File: src/rtl/coi_pkg.sv
// Shared definitions for the cascade-of-integrators decimator.
package coi_pkg;

  localparam int ORDER_MAX = 4;
  localparam int WARM_W    = 3;

  localparam logic MODE_CONT = 1'b0;
  localparam logic MODE_INC  = 1'b1;

  typedef enum logic [1:0] {
    IDLE     = 2'd0,
    RUN_INC  = 2'd1,
    RUN_CONT = 2'd2
  } coi_state_e;

endpackage

File: src/rtl/coi_comb.sv
// One comb stage: y = x - x_delayed, where the delay advances once per decimation.
module coi_comb
  import coi_pkg::*;
#(
  parameter int OUT_W = 32
) (
  input  logic             clk,
  input  logic             rst,
  input  logic             clr_i,
  input  logic             en_i,
  input  logic [OUT_W-1:0] x_i,
  output logic [OUT_W-1:0] y_o
);

  logic [OUT_W-1:0] dly_q;
  logic [OUT_W-1:0] dly_d;

  assign y_o = x_i - dly_q;

  // Delay register next state: clear has priority, otherwise capture the stage input on enable.
  always_comb begin
    dly_d = dly_q;
    if (clr_i) begin
      dly_d = {OUT_W{1'b0}};
    end else if (en_i) begin
      dly_d = x_i;
    end else begin
      dly_d = dly_q;
    end
  end

  // Delay register with asynchronous reset.
  always_ff @(posedge clk or posedge rst) begin
    if (rst) begin
      dly_q <= {OUT_W{1'b0}};
    end else begin
      dly_q <= dly_d;
    end
  end

endmodule

File: src/rtl/coi_cic_decimator.sv
// Sigma-delta bitstream decimator: integrator chain, sample counter, mode FSM,
// comb stages for continuous mode and a valid/ready output register.
module coi_cic_decimator
  import coi_pkg::*;
#(
  parameter int ORDER = 2,
  parameter int OUT_W = 32,
  parameter int OSR_W = 16
) (
  input  logic             clk,
  input  logic             rst,
  input  logic             clr,
  input  logic             start,
  input  logic             mode,
  input  logic [OSR_W-1:0] osr,
  input  logic             din,
  input  logic             din_en,
  output logic             busy,
  output logic [OUT_W-1:0] dout,
  output logic             dout_valid,
  input  logic             dout_ready,
  output logic             overrun
);

  coi_state_e       state_q, state_d;
  logic [OSR_W-1:0] osr_q, osr_d;
  logic [OSR_W-1:0] cnt_q, cnt_d;
  logic             pend_q, pend_d;
  logic [WARM_W-1:0] warm_q, warm_d;
  logic [OUT_W-1:0] int_q [ORDER];
  logic [OUT_W-1:0] int_d [ORDER];
  logic [OUT_W-1:0] int_sum_s [ORDER];
  logic [OUT_W-1:0] dout_q, dout_d;
  logic             dout_valid_q, dout_valid_d;
  logic             overrun_q, overrun_d;

  logic [OUT_W-1:0] cin_s [ORDER];
  logic [OUT_W-1:0] c_s   [ORDER];

  logic             acc_s;
  logic             dec_pt_s;
  logic             warm_done_s;
  logic             new_res_s;
  logic             comb_en_s;
  logic             comb_clr_s;
  logic [OUT_W-1:0] res_s;
  logic [OSR_W-1:0] osr_eff_s;

  // In incremental mode no sample is taken while the final result is in flight.
  assign acc_s       = din_en && ((state_q == RUN_CONT) || ((state_q == RUN_INC) && !pend_q));
  assign dec_pt_s    = acc_s && (cnt_q == (osr_q - OSR_W'(1)));
  assign warm_done_s = (warm_q == WARM_W'(ORDER));
  assign new_res_s   = pend_q && !start && !clr &&
                       ((state_q == RUN_INC) || ((state_q == RUN_CONT) && warm_done_s));
  assign comb_en_s   = pend_q && (state_q == RUN_CONT);
  assign comb_clr_s  = clr || start;
  assign osr_eff_s   = (osr == {OSR_W{1'b0}}) ? OSR_W'(1) : osr;

  assign busy       = (state_q != IDLE);
  assign dout       = dout_q;
  assign dout_valid = dout_valid_q;
  assign overrun    = overrun_q;

  // Comb chain; stage 0 differentiates the last integrator, delays advance once per decimation.
  for (genvar k = 0; k < ORDER; k++) begin : g_comb
    if (k == 0) begin : g_first
      assign cin_s[k] = int_q[ORDER-1];
    end else begin : g_next
      assign cin_s[k] = c_s[k-1];
    end
    coi_comb #(
      .OUT_W(OUT_W)
    ) u_comb (
      .clk  (clk),
      .rst  (rst),
      .clr_i(comb_clr_s),
      .en_i (comb_en_s),
      .x_i  (cin_s[k]),
      .y_o  (c_s[k])
    );
  end

  // Direct-form integrator sums; each stage adds the freshly updated value of the previous one.
  always_comb begin
    for (int k = 0; k < ORDER; k++) begin
      int_sum_s[k] = int_q[k];
    end
    int_sum_s[0] = int_q[0] + {{(OUT_W-1){1'b0}}, din};
    for (int k = 1; k < ORDER; k++) begin
      int_sum_s[k] = int_q[k] + int_sum_s[k-1];
    end
  end

  // Integrator next state: cleared on clr/start, updated only on accepted samples.
  always_comb begin
    for (int k = 0; k < ORDER; k++) begin
      int_d[k] = int_q[k];
      if (clr || start) begin
        int_d[k] = {OUT_W{1'b0}};
      end else if (acc_s) begin
        int_d[k] = int_sum_s[k];
      end else begin
        int_d[k] = int_q[k];
      end
    end
  end

  // Sample counter, decimation pipeline flag, warm-up counter and latched ratio.
  always_comb begin
    osr_d  = osr_q;
    cnt_d  = cnt_q;
    pend_d = pend_q;
    warm_d = warm_q;
    if (clr) begin
      osr_d  = {OSR_W{1'b0}};
      cnt_d  = {OSR_W{1'b0}};
      pend_d = 1'b0;
      warm_d = {WARM_W{1'b0}};
    end else if (start) begin
      osr_d  = osr_eff_s;
      cnt_d  = {OSR_W{1'b0}};
      pend_d = 1'b0;
      warm_d = {WARM_W{1'b0}};
    end else begin
      pend_d = dec_pt_s;
      if (acc_s) begin
        cnt_d = dec_pt_s ? {OSR_W{1'b0}} : (cnt_q + OSR_W'(1));
      end else begin
        cnt_d = cnt_q;
      end
      if (comb_en_s && !warm_done_s) begin
        warm_d = warm_q + WARM_W'(1);
      end else begin
        warm_d = warm_q;
      end
    end
  end

  // Mode FSM: clr dominates start; incremental run ends on the edge its result is delivered.
  always_comb begin
    state_d = state_q;
    if (clr) begin
      state_d = IDLE;
    end else if (start) begin
      state_d = (mode == MODE_INC) ? RUN_INC : RUN_CONT;
    end else begin
      case (state_q)
        IDLE:     state_d = IDLE;
        RUN_INC:  state_d = pend_q ? IDLE : RUN_INC;
        RUN_CONT: state_d = RUN_CONT;
        default:  state_d = IDLE;
      endcase
    end
  end

  // Result selection: incremental takes the last integrator, continuous the last comb.
  always_comb begin
    res_s = c_s[ORDER-1];
    if (state_q == RUN_INC) begin
      res_s = int_q[ORDER-1];
    end else begin
      res_s = c_s[ORDER-1];
    end
  end

  // Output register with valid/ready handshake and sticky overrun.
  always_comb begin
    dout_d       = dout_q;
    dout_valid_d = dout_valid_q;
    overrun_d    = overrun_q;
    if (clr) begin
      dout_d       = {OUT_W{1'b0}};
      dout_valid_d = 1'b0;
      overrun_d    = 1'b0;
    end else if (new_res_s) begin
      dout_d       = res_s;
      dout_valid_d = 1'b1;
      if (dout_valid_q && !dout_ready) begin
        overrun_d = 1'b1;
      end else begin
        overrun_d = overrun_q;
      end
    end else if (dout_valid_q && dout_ready) begin
      dout_valid_d = 1'b0;
    end else begin
      dout_valid_d = dout_valid_q;
    end
  end

  // State registers with asynchronous reset.
  always_ff @(posedge clk or posedge rst) begin
    if (rst) begin
      state_q      <= IDLE;
      osr_q        <= {OSR_W{1'b0}};
      cnt_q        <= {OSR_W{1'b0}};
      pend_q       <= 1'b0;
      warm_q       <= {WARM_W{1'b0}};
      dout_q       <= {OUT_W{1'b0}};
      dout_valid_q <= 1'b0;
      overrun_q    <= 1'b0;
      for (int k = 0; k < ORDER; k++) begin
        int_q[k] <= {OUT_W{1'b0}};
      end
    end else begin
      state_q      <= state_d;
      osr_q        <= osr_d;
      cnt_q        <= cnt_d;
      pend_q       <= pend_d;
      warm_q       <= warm_d;
      dout_q       <= dout_d;
      dout_valid_q <= dout_valid_d;
      overrun_q    <= overrun_d;
      for (int k = 0; k < ORDER; k++) begin
        int_q[k] <= int_d[k];
      end
    end
  end

endmodule

File: config.mk
export PLATFORM = sky130hd
export DESIGN_NAME = coi_cic_decimator
export DESIGN_NICKNAME = d
export VERILOG_FILES = /design/src/rtl/coi_pkg.sv /design/src/rtl/coi_comb.sv /design/src/rtl/coi_cic_decimator.sv
export SDC_FILE = /design/constraint.sdc
export NUM_CORES = 1
export LEC_CHECK = 0
export CORE_MARGIN = 2
export CORE_UTILIZATION = 40
export DETAILED_ROUTE_END_ITERATION = 6
export SLEW_MARGIN = 20
export SYNTH_ARGS = -nofsm -noshare
export SYNTH_HDL_FRONTEND = slang
export SYNTH_HIERARCHICAL = 1
export SYNTH_SLANG_ARGS = --single-unit
File: constraint.sdc
create_clock -name clk -period 5.5 [get_ports clk]
set_input_delay 1.1 -clock clk [delete_from_list [all_inputs] [get_ports clk]]
set_output_delay 1.1 -clock clk [all_outputs]
set_load 0.05 [all_outputs]
Yosys cells after proc, flatten, opt, wreduce, memory -nomap -nowiden --
Cells that the tools add are included. W data, S select, Z words.
Storage, ports and cells: input port bits 24, register bits after elaboration 200
Cells by class: $add $sub $neg 7, multiplexer cells 34, eq/ne operators 4, reductions and logical operators 30
Operator list (number):
- $mux W32 | 11
- $mux W16 | 7
- $sub A32 B32 Y32 | 2
- $add A32 B1 Y32 | 1
- $add A32 B32 Y32 | 1
- $add A16 B1 Y16 const B | 1
- $eq A16 B16 Y1 | 1
- $logic_not A16 Y1 | 1
- $sub A16 B1 Y16 const B | 1
- $reduce_bool A2 Y1 | 6
- $logic_and A1 B1 Y1 | 11
- $mux W1 | 9
- $mux W3 | 3
- $reduce_bool A3 Y1 | 3
- $mux W2 | 3
- $logic_not A1 Y1 | 5
- $pmux W2 S2 | 1
- $add A3 B1 Y3 const B | 1
- $eq A3 B2 Y1 const B | 1
- $logic_or A1 B1 Y1 | 3
- $eq A2 B1 Y1 const B | 1
- $eq A2 B2 Y1 const B | 1
- $reduce_and A2 Y1 | 1

Logic depth before layout (Yosys ltp) --
word-level depth 9, mapped depth 22, mapped depth without buffers 22

By module --
Netlist, hierarchy kept.
Modules (own cells, without submodules):
- coi_cic_decimator | instances 1, area an instance 8773.4 sq um, cells an instance 981, sequential area each 3403.3 sq um
- coi_comb | instances 2, area an instance 3119.2 sq um, cells an instance 368, sequential area each 800.8 sq um

Least setup slack after synthesis --
Ideal clock, no wire load.
path type input to register, from input din, to register int_q, in the netlist cin_s[63], slack 0.671 ns, stages 18, arrival 4.751 ns, cells stage by stage ha_1 ha_1 nand3_1 nor3_1 and2_1 nand3_1 or2_2 xnor2_1 ha_1 a21oi_1 o21ai_0 a211oi_1 o21ai_0 and3b_1 o31ai_1 xnor2_1 or3_1 a21oi_1
Between the ends: longest elaborated chain between the ends 4
RTL lines:
- start: declaration | line coi_cic_decimator.sv:16 | input logic din,
- $add A32 B1 Y32 | line coi_cic_decimator.sv:88 | int_sum_s[0] = int_q[0] + {{(OUT_W-1){1'b0}}, din};
- $add A32 B32 Y32 | line coi_cic_decimator.sv:90 | int_sum_s[k] = int_q[k] + int_sum_s[k-1];
- $mux W32 | line coi_cic_decimator.sv:100 | end else if (acc_s) begin
- $mux W32 | line coi_cic_decimator.sv:98 | if (clr || start) begin
- end signal: indexed assignment | line coi_cic_decimator.sv:202 | int_q[k] <= {OUT_W{1'b0}};
- end signal: indexed assignment | line coi_cic_decimator.sv:214 | int_q[k] <= int_d[k];
- end: declaration | line coi_cic_decimator.sv:30 | logic [OUT_W-1:0] int_q [ORDER];
Every way passes these cells. The select of a mux whose other input is x is not followed. A chain may end at the register's enable or synchronous reset.

==> flow_summary.toml <==
[synthesis]
yosysWarnings = 6
yosys.area_share.simple = 0.178
synth_top_family_by_area = "compound AO/OA/AOI/OAI gates"
syn_nets = 1846
syn_inst = 1717
synth_top_area_frac = 0.333
avgSynthCellArea_um2 = 8.74
synth_compound_area_frac = 0.185
ys_ff_latch = 200
synth_flop_cell = "dfrtp_1"
synth.distinct_cells = 77
synth_mux_area_frac = 0.0740
synthAdderAreaFrac = 0.0890
yosys-top-cells-count = "207 x nor2_1, 200 x dfrtp_1, 125 x nand2_1"
seq_area_frac_synth = 0.333
synth_most_common_cell = "nor2_1"
synth_area_leaders = "dfrtp_1 33%, ha_1 8.5%, mux2i_1 7.4%, xnor2_1 5.8%, nor2_1 5.2%"
async_reset_ff_frac = 1.00
synth-edff-count = 0
synth_top_area_cell = "dfrtp_1"
yosys.area_share.xor_xnor = 0.0951
synth_area_um2 = 15000

[final_layout]
nets = 1875
area_growth_pct = 11.4
fin_util = 0.454
drive_gt1_frac = 0.0569
num_antenna_cells = 0

[detailed_routing]
wl_met1_mm = 18.7
drc_errors = 0
wl_mm = 37.3
top_layer = "met4"
first_pass_iters = 5
wl_met2_mm = 17.1
drtIter0Drc = 893
vias = 12300
routed_via_density = 5.51
antenna_left = 0
route.met3.wl_mm = 1.12
wire_per_inst_um = 16.8

[critical_path]
crit_buf_inv = 1
worstSetupPathType = "reg -> reg"
cp-start-kind = "flip-flop"
cp_top_family = "compound AO/OA/AOI/OAI gates"
slowest_stage = "a211oi_1"
path_max_fanout = 5
crit_start = "cin_s[32]"
worst_path_largest_cell_delay_ns = 0.53
r2r-start = "cin_s[32]"
crit_arrival_ns = 5.50
cp.required_ns = 5.89
crit_path_frequent_cell = "o21a_1"
worstPathCellList = "inv_1 -> ha_1 -> fa_1 -> nor2b_2 -> o2111ai_2 -> a211oi_1 -> o21a_1 -> o21a_1 -> o21a_1 -> nor2_1 -> xnor2_1 -> ha_1 -> and4_4 -> a221oi_4 -> a31oi_4 -> a311o_1 -> a31o_1 -> a21oi_2 -> xnor2_1 -> mux2i_1 -> o21ai_0"
cp-end-kind = "flip-flop"

[timing]
rsz0062_at_grt = "false"
fin_crit_ns = 5.11
fin_setup_tns_ns = 0
fin_crit_sh = 0.929
relSlewSlack = 0.338
setup_violations = 0
tightest_slew_ns = 0.993
drv_slew = 0
finClkSkew_ns = 0.0180
fmax_ghz = 0.196
hold_violations = 0

[cts]
clkTransAtPathRegs_ns = 0.09
htree_levels = 4
cts_buffers = 17
clk-insertion-delay-late_ns = 0.46
postCtsSetupBuffers = 0
clock-sinks = 200
clockBufferDepth = 2
cts_tree = "built"
cts_root_buf = "clkbuf_16"

[placed_design]
port_buffers = 58
dp_hpwl_mm = 27.5
gp_congestion = 0.900

[floorplan]
ios = 59
die_y_um = 198
initial_utilization = 0.408
design.core.area_um2 = 36800
num_rows = 70
die-area_um2 = 39100
die_w_um = 198

[power]
p_total_w = 0.00343
power_leakage_nw = 7.26
max-vdd-ir-drop_mv = 0.228
p_per_area_nw_per_um2 = 205

[global_routing]
grt_pass1_vias = 11900
overflow = 0
grt_max_degree = 87
antenna_found_initial = 1
track_usage = 0.196
grt_pass1_wl_mm = 61.4

[worst_hold_path]
worstHoldPathType = "reg -> reg"
holdCritStartpoint = "dout[14]"

[status]
status = "finished, final reports clean"

[job]
cap_violations = 0
## per-stage QoR
| stage | std cells | hold WS (ns) | setup WS (ns) | area, µm² |
|---|---|---|---|---|
| floorplan | 1717 | 0.486 | 0.671 | 15000 |
| global placement | 2195 | 0.496 | 0.254 | 16100 |
| detailed placement | 2195 | 0.500 | 0.239 | 16100 |
| CTS | 2227 | 0.522 | 0.363 | 16700 |
| global route | 2227 | 0.543 | 0.0460 | 16700 |
| finish | 2227 | 0.516 | 0.390 | 16700 |
## cells by family after synthesis
family | Yosys count
buffers and inverters | 171
multiplexers | 111
AO/OA/AOI/OAI | 416
flip-flops | 200
adder cells (fa/ha/maj) | 105
XOR/XNOR | 163
AND/OR/NAND/NOR | 551
## cells in the final DEF, fill, tap and decap left out, types with 13 or more instances in the layout
| master | count |
|---|---|
| nor2_1 | 207 |
| dfrtp_1 | 199 |
| nand2_1 | 125 |
| a21oi_1 | 116 |
| mux2i_1 | 111 |
| ha_1 | 101 |
| xnor2_1 | 100 |
| o21ai_0 | 99 |
| inv_1 | 97 |
| xor2_1 | 63 |
| clkdlybuf4s50_1 | 58 |
| a21o_1 | 51 |
| nand3b_1 | 35 |
| nand3_1 | 35 |
| buf_4 | 22 |
| nor3_1 | 21 |
| nand4_1 | 21 |
| o21a_1 | 20 |
| and3_1 | 17 |
| clkbuf_16 | 17 |
| nor2b_1 | 15 |
| or3_1 | 14 |
| o211ai_1 | 14 |
| a211oi_1 | 13 |
## flip-flops by register name (all words and copies together) (netlist names)
register / flops
state_q: 2
cnt_q: 16
overrun: 1
cin_s: 32
pend_q: 1
g_comb.u_comb/dly_q: 64
warm_q: 3
dout: 32
osr_q: 16
int_q: 32
dout_valid: 1
## path summary, 6_finish.rpt
path,depth (start not counted),end,slack (ns)
max,21,dout[31],0.39
min,2,dout[14],0.52
max reg2reg,21,dout[31],0.39
min reg2reg,2,dout[14],0.52
max in group asynchronous,3,dout[20],3.42
min in group asynchronous,2,dout[7],1.17
## worst register-to-register path, cell delays in order, from the launching register on
cell and delay (ns):
dfrtp_2 0.41, inv_1 0.06, ha_1 0.22, fa_1 0.43
nor2b_2 0.18, o2111ai_2 0.16, a211oi_1 0.53, o21a_1 0.20
o21a_1 0.14, o21a_1 0.15, nor2_1 0.06, xnor2_1 0.22
ha_1 0.35, and4_4 0.22, a221oi_4 0.35, a31oi_4 0.16
a311o_1 0.39, a31o_1 0.23, a21oi_2 0.21, xnor2_1 0.15
mux2i_1 0.08, o21ai_0 0.16
## layout make-up
cell class                      count  area, µm²
Inverter                          100        382
Multi-Input combinational cell   1346       9350
Clock buffer                       17        425
Fill cell                        3579      20100
Tap cell                          468        586
Sequential cell                   200       5010
Clock inverter                     15        198
Timing Repair Buffer               81        766
## power by group
| group | switching, W | internal, W | total (W) | leakage (nW) |
|---|---|---|---|---|
| sequential | 0.0000147 | 0.00148 | 0.00149 | 2.78 |
| combinational | 0.000365 | 0.000252 | 0.000617 | 4.18 |
| clock | 0.000663 | 0.000659 | 0.00132 | 0.299 |
## timing repair
item / CTS / global route
gates resized for setup: 0 / 4
setup endpoints to repair: 0 / 3
hold buffers: 0 / 0
## layer usage
layer / vias to the layer above / global-route usage
li1: 6097 / -
met1: 5936 / 0.283
met2: 209 / 0.312
met3: 33 / 0.0242
met4: 0 / 0.0476
met5: - / 0
Power figures use the tool's default switching activity.
